==> config.mk <==
export PLATFORM = sky130hd
export DESIGN_NAME = regfile_sb
export DESIGN_NICKNAME = d
export VERILOG_FILES = /design/src/rtl/regfile_sb.sv
export SDC_FILE = /design/constraint.sdc
export NUM_CORES = 1
export LEC_CHECK = 0
export BUFFER_PORTS_ARGS = -buffer_cell sky130_fd_sc_hd__buf_2
export CORE_MARGIN = 5
export CORE_UTILIZATION = 50
export CTS_CLUSTER_DIAMETER = 30
export DETAILED_ROUTE_END_ITERATION = 12
export PLACE_DENSITY = 0.8
export SYNTH_ARGS = -nofsm -noshare
export SYNTH_HDL_FRONTEND = slang
export SYNTH_SLANG_ARGS = --single-unit
==> constraint.sdc <==
create_clock -name clk -period 6.1 [get_ports clk]
set_input_delay 0.305 -clock clk [delete_from_list [all_inputs] [get_ports clk]]
set_output_delay 0.305 -clock clk [all_outputs]
set_load 0.05 [all_outputs]
==> src/rtl/regfile_sb.sv <==
// regfile_sb: parametrised 2-read / 1-write register file with byte strobes,
// optional hardwired zero register, write-to-read bypass and a per-register
// pending scoreboard used by the issue stage for RAW hazard detection.
module regfile_sb #(
    parameter int N        = 32,
    parameter int ADDR_W   = 2,
    parameter int ZERO_REG = 0,
    parameter int BYPASS   = 1
) (
    input  logic              clk,
    input  logic              rst,
    input  logic [ADDR_W-1:0] ra1,
    input  logic [ADDR_W-1:0] ra2,
    output logic [N-1:0]      rd1,
    output logic [N-1:0]      rd2,
    output logic              rbusy1,
    output logic              rbusy2,
    input  logic              we,
    input  logic [ADDR_W-1:0] wa,
    input  logic [N-1:0]      wd,
    input  logic [N/8-1:0]    wstrb,
    input  logic              iss_valid,
    input  logic [ADDR_W-1:0] iss_addr,
    output logic [ADDR_W:0]   pend_cnt
);

    localparam int DEPTH = 2 ** ADDR_W;
    localparam int NB    = N / 8;

    logic [N-1:0]      mem_r [DEPTH];
    logic [DEPTH-1:0]  pend_r;
    logic [ADDR_W:0]   pend_cnt_r;

    logic              wr_en_s;
    logic              iss_en_s;
    logic [DEPTH-1:0]  pend_clr_s;
    logic [DEPTH-1:0]  pend_set_s;
    logic [DEPTH-1:0]  pend_nxt_s;
    logic              hit1_s;
    logic              hit2_s;

    // True when the address names the hardwired zero register
    function automatic logic is_zero(input logic [ADDR_W-1:0] a);
        return (ZERO_REG != 0) && (a == {ADDR_W{1'b0}});
    endfunction

    // Per-byte merge: take the new byte where the strobe is set
    function automatic logic [N-1:0] byte_merge(input logic [N-1:0]  old_v,
                                                input logic [N-1:0]  new_v,
                                                input logic [NB-1:0] strb);
        logic [N-1:0] v;
        v = old_v;
        for (int b = 0; b < NB; b++) begin
            v[8*b +: 8] = strb[b] ? new_v[8*b +: 8] : old_v[8*b +: 8];
        end
        return v;
    endfunction

    // Number of set bits in a pending vector
    function automatic logic [ADDR_W:0] popcount(input logic [DEPTH-1:0] v);
        logic [ADDR_W:0] c;
        c = {(ADDR_W+1){1'b0}};
        for (int i = 0; i < DEPTH; i++) begin
            c = c + {{ADDR_W{1'b0}}, v[i]};
        end
        return c;
    endfunction

    // Effective write/issue: blocked during reset and towards the zero register
    always_comb begin
        wr_en_s  = we & ~rst & ~is_zero(wa);
        iss_en_s = iss_valid & ~rst & ~is_zero(iss_addr);
    end

    // Next pending vector: writeback clears first, issue sets last (issue wins)
    always_comb begin
        pend_clr_s = {DEPTH{1'b0}};
        pend_set_s = {DEPTH{1'b0}};
        for (int i = 0; i < DEPTH; i++) begin
            pend_clr_s[i] = wr_en_s  & (wa == ADDR_W'(i));
            pend_set_s[i] = iss_en_s & (iss_addr == ADDR_W'(i));
        end
        pend_nxt_s = (pend_r & ~pend_clr_s) | pend_set_s;
    end

    // Register storage with per-byte write strobes
    always_ff @(posedge clk or posedge rst) begin
        if (rst) begin
            for (int i = 0; i < DEPTH; i++) begin
                mem_r[i] <= {N{1'b0}};
            end
        end else if (wr_en_s) begin
            for (int b = 0; b < NB; b++) begin
                if (wstrb[b]) begin
                    mem_r[wa][8*b +: 8] <= wd[8*b +: 8];
                end
            end
        end
    end

    // Scoreboard bits and their registered population count
    always_ff @(posedge clk or posedge rst) begin
        if (rst) begin
            pend_r     <= {DEPTH{1'b0}};
            pend_cnt_r <= {(ADDR_W+1){1'b0}};
        end else begin
            pend_r     <= pend_nxt_s;
            pend_cnt_r <= popcount(pend_nxt_s);
        end
    end

    // Bypass hit detection for each read port
    always_comb begin
        hit1_s = (BYPASS != 0) && wr_en_s && (wa == ra1);
        hit2_s = (BYPASS != 0) && wr_en_s && (wa == ra2);
    end

    // Combinational read ports; a bypass hit also hides the pending bit
    // unless a new issue to the same register lands in this cycle
    always_comb begin
        if (is_zero(ra1)) begin
            rd1 = {N{1'b0}};
        end else if (hit1_s) begin
            rd1 = byte_merge(mem_r[ra1], wd, wstrb);
        end else begin
            rd1 = mem_r[ra1];
        end
        if (is_zero(ra2)) begin
            rd2 = {N{1'b0}};
        end else if (hit2_s) begin
            rd2 = byte_merge(mem_r[ra2], wd, wstrb);
        end else begin
            rd2 = mem_r[ra2];
        end
        rbusy1 = pend_r[ra1] & ~(hit1_s & ~(iss_en_s & (iss_addr == ra1)));
        rbusy2 = pend_r[ra2] & ~(hit2_s & ~(iss_en_s & (iss_addr == ra2)));
    end

    assign pend_cnt = pend_cnt_r;

endmodule

==> results of run 1 <==
[metrics by stage]
stage	instances	total power, mW	util, %
finish	828	3.51	59.5
global route	828	3.66	59.5
CTS	825	3.53	59.5
detailed placement	794	2.58	55.9
global placement	794	2.52	55.9
floorplan	490	2.29	-
[flip-flops by register name (all words and copies together) (netlist names)]
name and flops:
mem_r 128, pend_r 4, pend_cnt 3
[layer usage]
| metal | GRT usage [%] | routed length [µm] | vias to the layer above |
|---|---|---|---|
| met1 | 27.8 | 7640 | 2526 |
| met2 | 33.8 | 9160 | 168 |
| li1 | - | - | 2149 |
| met4 | 6.66 | 252 | 12 |
| met5 | 0 | 67 | - |
| met3 | 6.59 | 1320 | 30 |
[power breakdown]
group	switching, mW	internal (mW)	leakage, nW
Clock	0.356	0.592	0.274
Combinational	0.772	0.531	1.98
Sequential	0.148	1.11	1.65
Total	1.28	2.23	3.91
[cells by family (layout without fill, tap and decap cells)]
group                      after synthesis  count (layout)  share of synthesized area (%)
AOI/OAI and AO/OA                       10              10                          0.817
xor gates and xnor gates                 8               8                           1.28
adders and majority gates                3               3                          0.577
buffers and inverters                   29             153                           2.15
DFF                                    135             135                           43.3
muxes                                  258             258                           46.7
other                                    0               3                              0
and+or+nand+nor                         47              47                           5.18
[critical path, delay by kind of cell]
family / cells / cell delay, ns
XOR/XNOR: 1 / 0.25
multiplexers: 1 / 0.40
buffers and inverters: 3 / 1.30
AND/OR/NAND/NOR: 1 / 0.57
[placed cells by master (no fill, tap or decap)]
cell / n
clkbuf_8: 7
nand2b_1: 4
o41a_1: 1
xor2_2: 4
buf_4: 4
fa_1: 1
dfrtp_1: 135
inv_1: 1
nand3b_1: 5
diode_2: 3
o31ai_1: 2
clkinv_2: 2
nor2_1: 1
nor3b_1: 1
nand3_1: 5
clkbuf_1: 5
clkbuf_16: 17
buf_2: 116
xnor2_1: 2
nor2b_1: 3
ha_1: 2
mux2_2: 188
a21boi_0: 1
mux2_1: 4
mux4_2: 66
nand2_1: 3
nor2_8: 3
or2_2: 1
nor3_1: 2
nor2_2: 5
inv_4: 1
o21ai_0: 6
nor3_4: 8
xor2_1: 2
and3_1: 6
[path summary, 6_finish.rpt]
kind	from	to	slack, ns	cells past startpoint
max in group asynchronous	rst	mem_r[113]	4.51	3
worst min register to register	mem_r[58]	mem_r[58]	0.52	1
worst min-delay path	rst	mem_r[1]	0.12	2
min in group clk	wd[16]	mem_r[80]	0.19	2
worst max-delay path	ra1[0]	rd1[5]	2.95	6
worst max register to register	pend_r[3]	pend_cnt[1]	4.36	5
[cell type report]
| cell class | instances | share of cell area [%] |
|---|---|---|
| Multi-Input combinational cell | 326 | 46.9 |
| Sequential cell | 135 | 37.2 |
| Timing Repair Buffer | 120 | 6.72 |
| Clock buffer | 29 | 5.95 |
| Tap cell | 211 | 2.91 |
| Clock inverter | 2 | 0.110 |
| Inverter | 2 | 0.110 |
| Antenna cell | 3 | 0.0827 |
==> impl_results.md, run 1 <==
* Part of the cycle the worst path needs at 51.6%
* Total core area at 15300 µm²
* Synth Cell Area at 7810 µm²
* GRT Util Overall at 21.1%
* Number of max-cap violations at 0
* Type of the worst min-delay path: in2async
* Sequential cell area fraction in the yosys report at 43.3%
* Initial DRT Pass Iterations at 4
* Final WS setup at 2.95 ns
* CTS HTree Levels at 4
* Setup TNS at 0 ns
* Fin. Hold Viols at 0
* Num CTS Buffers at 17
* Worst path max stage delay at 0.65 ns
* Hold buffers post-CTS at 0
* Syn Area/Cell at 15.9 µm²
* Top post-synthesis cells by area: dfrtp_1 43%, mux2_2 27%, mux4_2 19%
* Total clock sinks at 135
* RSZ-0062 raised after global routing: no
* Synthesis Warnings at 0
* CTS clk-pin slew, worst paths at 0.06 ns
* Area grow syn2layout at 16.3%
* Leak pwr at 3.91 nW
* Io pins at 117
* #FFs+latches synth at 135
* Synth cell types at 31
* Die Area at 18200 µm²
* Crit path time final at 3.15 ns
* Initial antenna violation count at 9
* Number of core rows at 45
* Multi-input gate area at 4260 µm²
* Total congestion overflow at 0
* Status: finished, final reports clean
* Leading area contributor after synthesis: dfrtp_1
* Post-cts sizing count at 0
* Drt initial violations at 268
* Area share of the largest cell type after synthesis at 43.3%
* First-pass GRT wire length at 29400 µm
* Initial Utilization at 51.2%
* PortBufs at 116
* Count leader, synth: mux2_2
* Most used cell along the critical path: buf_2
* Detail-routed via count per cell at 5.90
* Syn Nets at 541
* Worst vdd ir at 279 µV
* Post-synth top flop: dfrtp_1
* Critical path's slowest cell: buf_2
* Placed Area at 8520 µm²
* Critical Path RT at 5.79 ns
* CP Class: in2out
* Final worst hold slack at 0.115 ns
* Final Instance Area at 9080 µm²
* Worst-Margin Slew at 1.08 ns
* PwrDens at 386 nW/µm²
* Die Wd at 135 µm
* Worst rel slew slack at 28.2%
* Setup Viol. Count Final at 0
* # fillers at 1198
* Number of global-route vias before repair at 5335
* Layout cells sized above 1 at 68.7%
* Clock skew at 0.000538 ns
* WL/cell at 22.3 µm
* Pre-CTS setup slack at 2.86 ns
* Reg area at 3380 µm²
* CTS tree: built
* Critical Path End Type: output pin
* DRC viols at 0
* Most common library cells after synthesis: 188 x mux2_2, 135 x dfrtp_1, 66 x mux4_2
* EDFF count, synth at 0
* Pins Over Slew Limit at 0
* Crit path cell chain: buf_2, buf_4, xor2_2, nor3_4, mux2_2, buf_2
* Later-pin clock latency in the skew report at 0.42 ns
* Arr. time, crit path at 2.84 ns
* Number of post-CTS setup repair buffers at 0
* Routed wire length at 18400 µm
* Root buf cell: clkbuf_16
* Die height at 135 µm
* Max Clock Freq at 0.318 GHz
* Post-route ant nets at 0
* Startpoint class of the critical path: input port
* HPWL after detailed placement at 12300 µm
* RD Place Congestion at 0.813
* Via count at 4885
* Syn Inst Count at 490
* Crit Path Max Fanout at 22
* Largest net degree at the start of global routing at 81
* Post-synthesis async set-or-reset flop share at 100%
* Max Root-Sink Buffers at 2
* Nets at 653
Power figures use the tool's default switching activity.
==> inputs of run 2 (changes only) <==
Clock period 6.1 ns to 3.18 ns, I/O delays scaled along.
==> impl_results.md, run 2 (synthesized netlist as in run 1, its figures left out) <==
* Status: finished, final reports clean
* Later-pin clock latency in the skew report at 0.41 ns (about the same)
* Hold path depth at 2
* Critical Path End Type: output pin
* Crit path time final at 2.25 ns
* HPWL after detailed placement at 13000 µm (+5.4%)
* Post-route ant nets at 0 (unchanged)
* Largest net degree at the start of global routing at 48 (-41%)
* Total core area at 15300 µm² (unchanged)
* Crit Path Max Fanout at 13 (-41%)
* Part of the cycle the worst path needs at 70.7%
* Max reg flops at 128 (unchanged)
* Max Clock Freq at 0.445 GHz
* CTS HTree Levels at 4 (unchanged)
* DRC viols at 0 (unchanged)
* Initial Utilization at 51.2% (unchanged)
* Die Area at 18200 µm² (unchanged)
* RD Place Congestion at 0.841 (+3.5%)
* PortBufs at 116 (unchanged)
* Detail-routed via count per cell at 5.92 (+0.42%)
* Number of core rows at 45 (unchanged)
* Area grow syn2layout at 18.1%
* Root buf cell: clkbuf_16
* PwrDens at 760 nW/µm² (+97%)
* Num CTS Buffers at 17 (unchanged)
* Number of global-route vias before repair at 5465 (+2.4%)
* Drt initial violations at 323 (+21%)
* Initial DRT Pass Iterations at 4 (unchanged)
* Total congestion overflow at 0 (unchanged)
* CTS tree: built
* First-pass GRT wire length at 30600 µm (+4.1%)
* Post-cts sizing count at 0 (unchanged)
* Nets at 659 (+0.92%)
* Io pins at 117 (unchanged)
* Most frequent cells in the layout: 188 x mux2_2, 135 x dfrtp_1, 116 x buf_2, 66 x mux4_2, 17 x clkbuf_16
* Worst rel slew slack at 31.3% (+3.1 points)
* Total clock sinks at 135 (unchanged)
* Setup Viol. Count Final at 0 (unchanged)
* Hold buffers post-CTS at 0 (unchanged)
* Initial antenna violation count at 4 (-5)
* Most common cell after layout, fill and taps aside: mux2_2
* Largest Register: mem_r
* Worst r2r src: pend_r[0]
* Hold-critical path endpoint: mem_r[79]
* Type of the worst min-delay path: in2reg
* CTS clk-pin slew, worst paths at 0.06 ns (about the same)
* Worst-Margin Slew at 1.03 ns (-0.0490 ns)
* Die Wd at 135 µm (unchanged)
* Setup TNS at 0 ns (unchanged)
* Via count at 4947 (+1.3%)
* Number of max-cap violations at 0 (unchanged)
* Number of post-CTS setup repair buffers at 0 (unchanged)
* Max Root-Sink Buffers at 2 (unchanged)
* Pins Over Slew Limit at 0 (unchanged)
* Layout cells sized above 1 at 69.9% (+1.2 points)
* Routed wire length at 19100 µm (+3.8%)
* Worst vdd ir at 489 µV (+76%)
* Beginning of the worst hold path: wd[15]
* Crit Reg-Reg Endpoint: pend_cnt[1]
* Cells on worst reg2reg path at 5 (unchanged)
* Die height at 135 µm (unchanged)
* Clock skew at 0.00149 ns (+0.000953 ns)
* # fillers at 1168 (-2.5%)
* CP Class: in2out
* Critical Path RT at 3.02 ns (-2.77 ns)
* R2R Setup Slk at 1.42 ns (-2.94 ns)
* Startpoint class of the critical path: input port
* WL/cell at 22.9 µm (+3.0%)
* RSZ-0062 raised after global routing: no
* Fin. Hold Viols at 0 (unchanged)
* Leak pwr at 3.96 nW (+1.3%)
* GRT Util Overall at 21.9% (+0.76 points)
* Overall Power at 7.01 mW (+100%)
* Arr. time, crit path at 2.09 ns (-0.75 ns)
[run 2: cell types whose count changed in the layout (fill, tap and decap cells not counted), sizes merged]
| cell | change |
|---|---|
| inv | -1 |
| bufinv | +4 |
| clkinvlp | +6 |
| clkinv | +2 |
| clkbuf | -10 |
| buf | +6 |
[run 2: worst max path at each step]
| stage | endpoint | startpoint | cells after the start |
|---|---|---|---|
| after floorplan | rbusy1 | ra1[1] | 4 |
| after global placement | rd2[4] | ra2[0] | 5 |
| after detailed placement | pend_cnt[1] | rst | 7 |
| after CTS | rd2[21] | ra2[0] | 5 |
| after global routing | rd2[20] | ra2[0] | 5 |
| final | rd2[21] | ra2[0] | 5 |
[run 2: cell type report]
type	instances	area, µm²	share of cell area [%]
diodes	3	7.51	0.0814
clock buffers	19	453	4.91
clock inverters	13	178	1.93
inverters	2	11.3	0.122
multi-input cells	326	4260	46.2
flip-flops and latches	135	3380	36.6
well taps	211	264	2.86
repair buffers	126	668	7.25
[run 2: where the power goes]
group | switching [mW] | internal [mW] | leakage [nW] | total [mW]
sequential | 0.298 | 2.13 | 1.65 | 2.43
clock | 0.729 | 1.35 | 0.297 | 2.07
combinational | 1.48 | 1.02 | 2.01 | 2.51
[run 2: metrics by stage]
step | setup WS [ns] | hold slack [ns] | utilization (%) | cells | instance area [µm²]
2_1_floorplan | 0.974 | 0.294 | - | 490 | 7810
3_3_place_gp | 0.943 | 0.448 | 56.3 | 800 | 8580
3_5_place_dp | 0.893 | 0.464 | 56.3 | 800 | 8580
4_1_cts | 0.885 | 0.0182 | 60.4 | 832 | 9210
6_report | 0.933 | 0.0428 | 60.4 | 835 | 9220
5_1_grt | 0.844 | 0.0232 | 60.4 | 833 | 9220
[run 2: layer usage]
layer	wire, µm	global-route usage, %
met5	41	0
met1	7910	28.8
met4	352	6.33
met2	9470	35.2
met3	1370	6.93
[run 2: critical path, stage by stage]
cell and delay, ns:
buf_2 0.41, xor2_2 0.31, nor3_4 0.58, mux2_2 0.41, buf_2 0.21
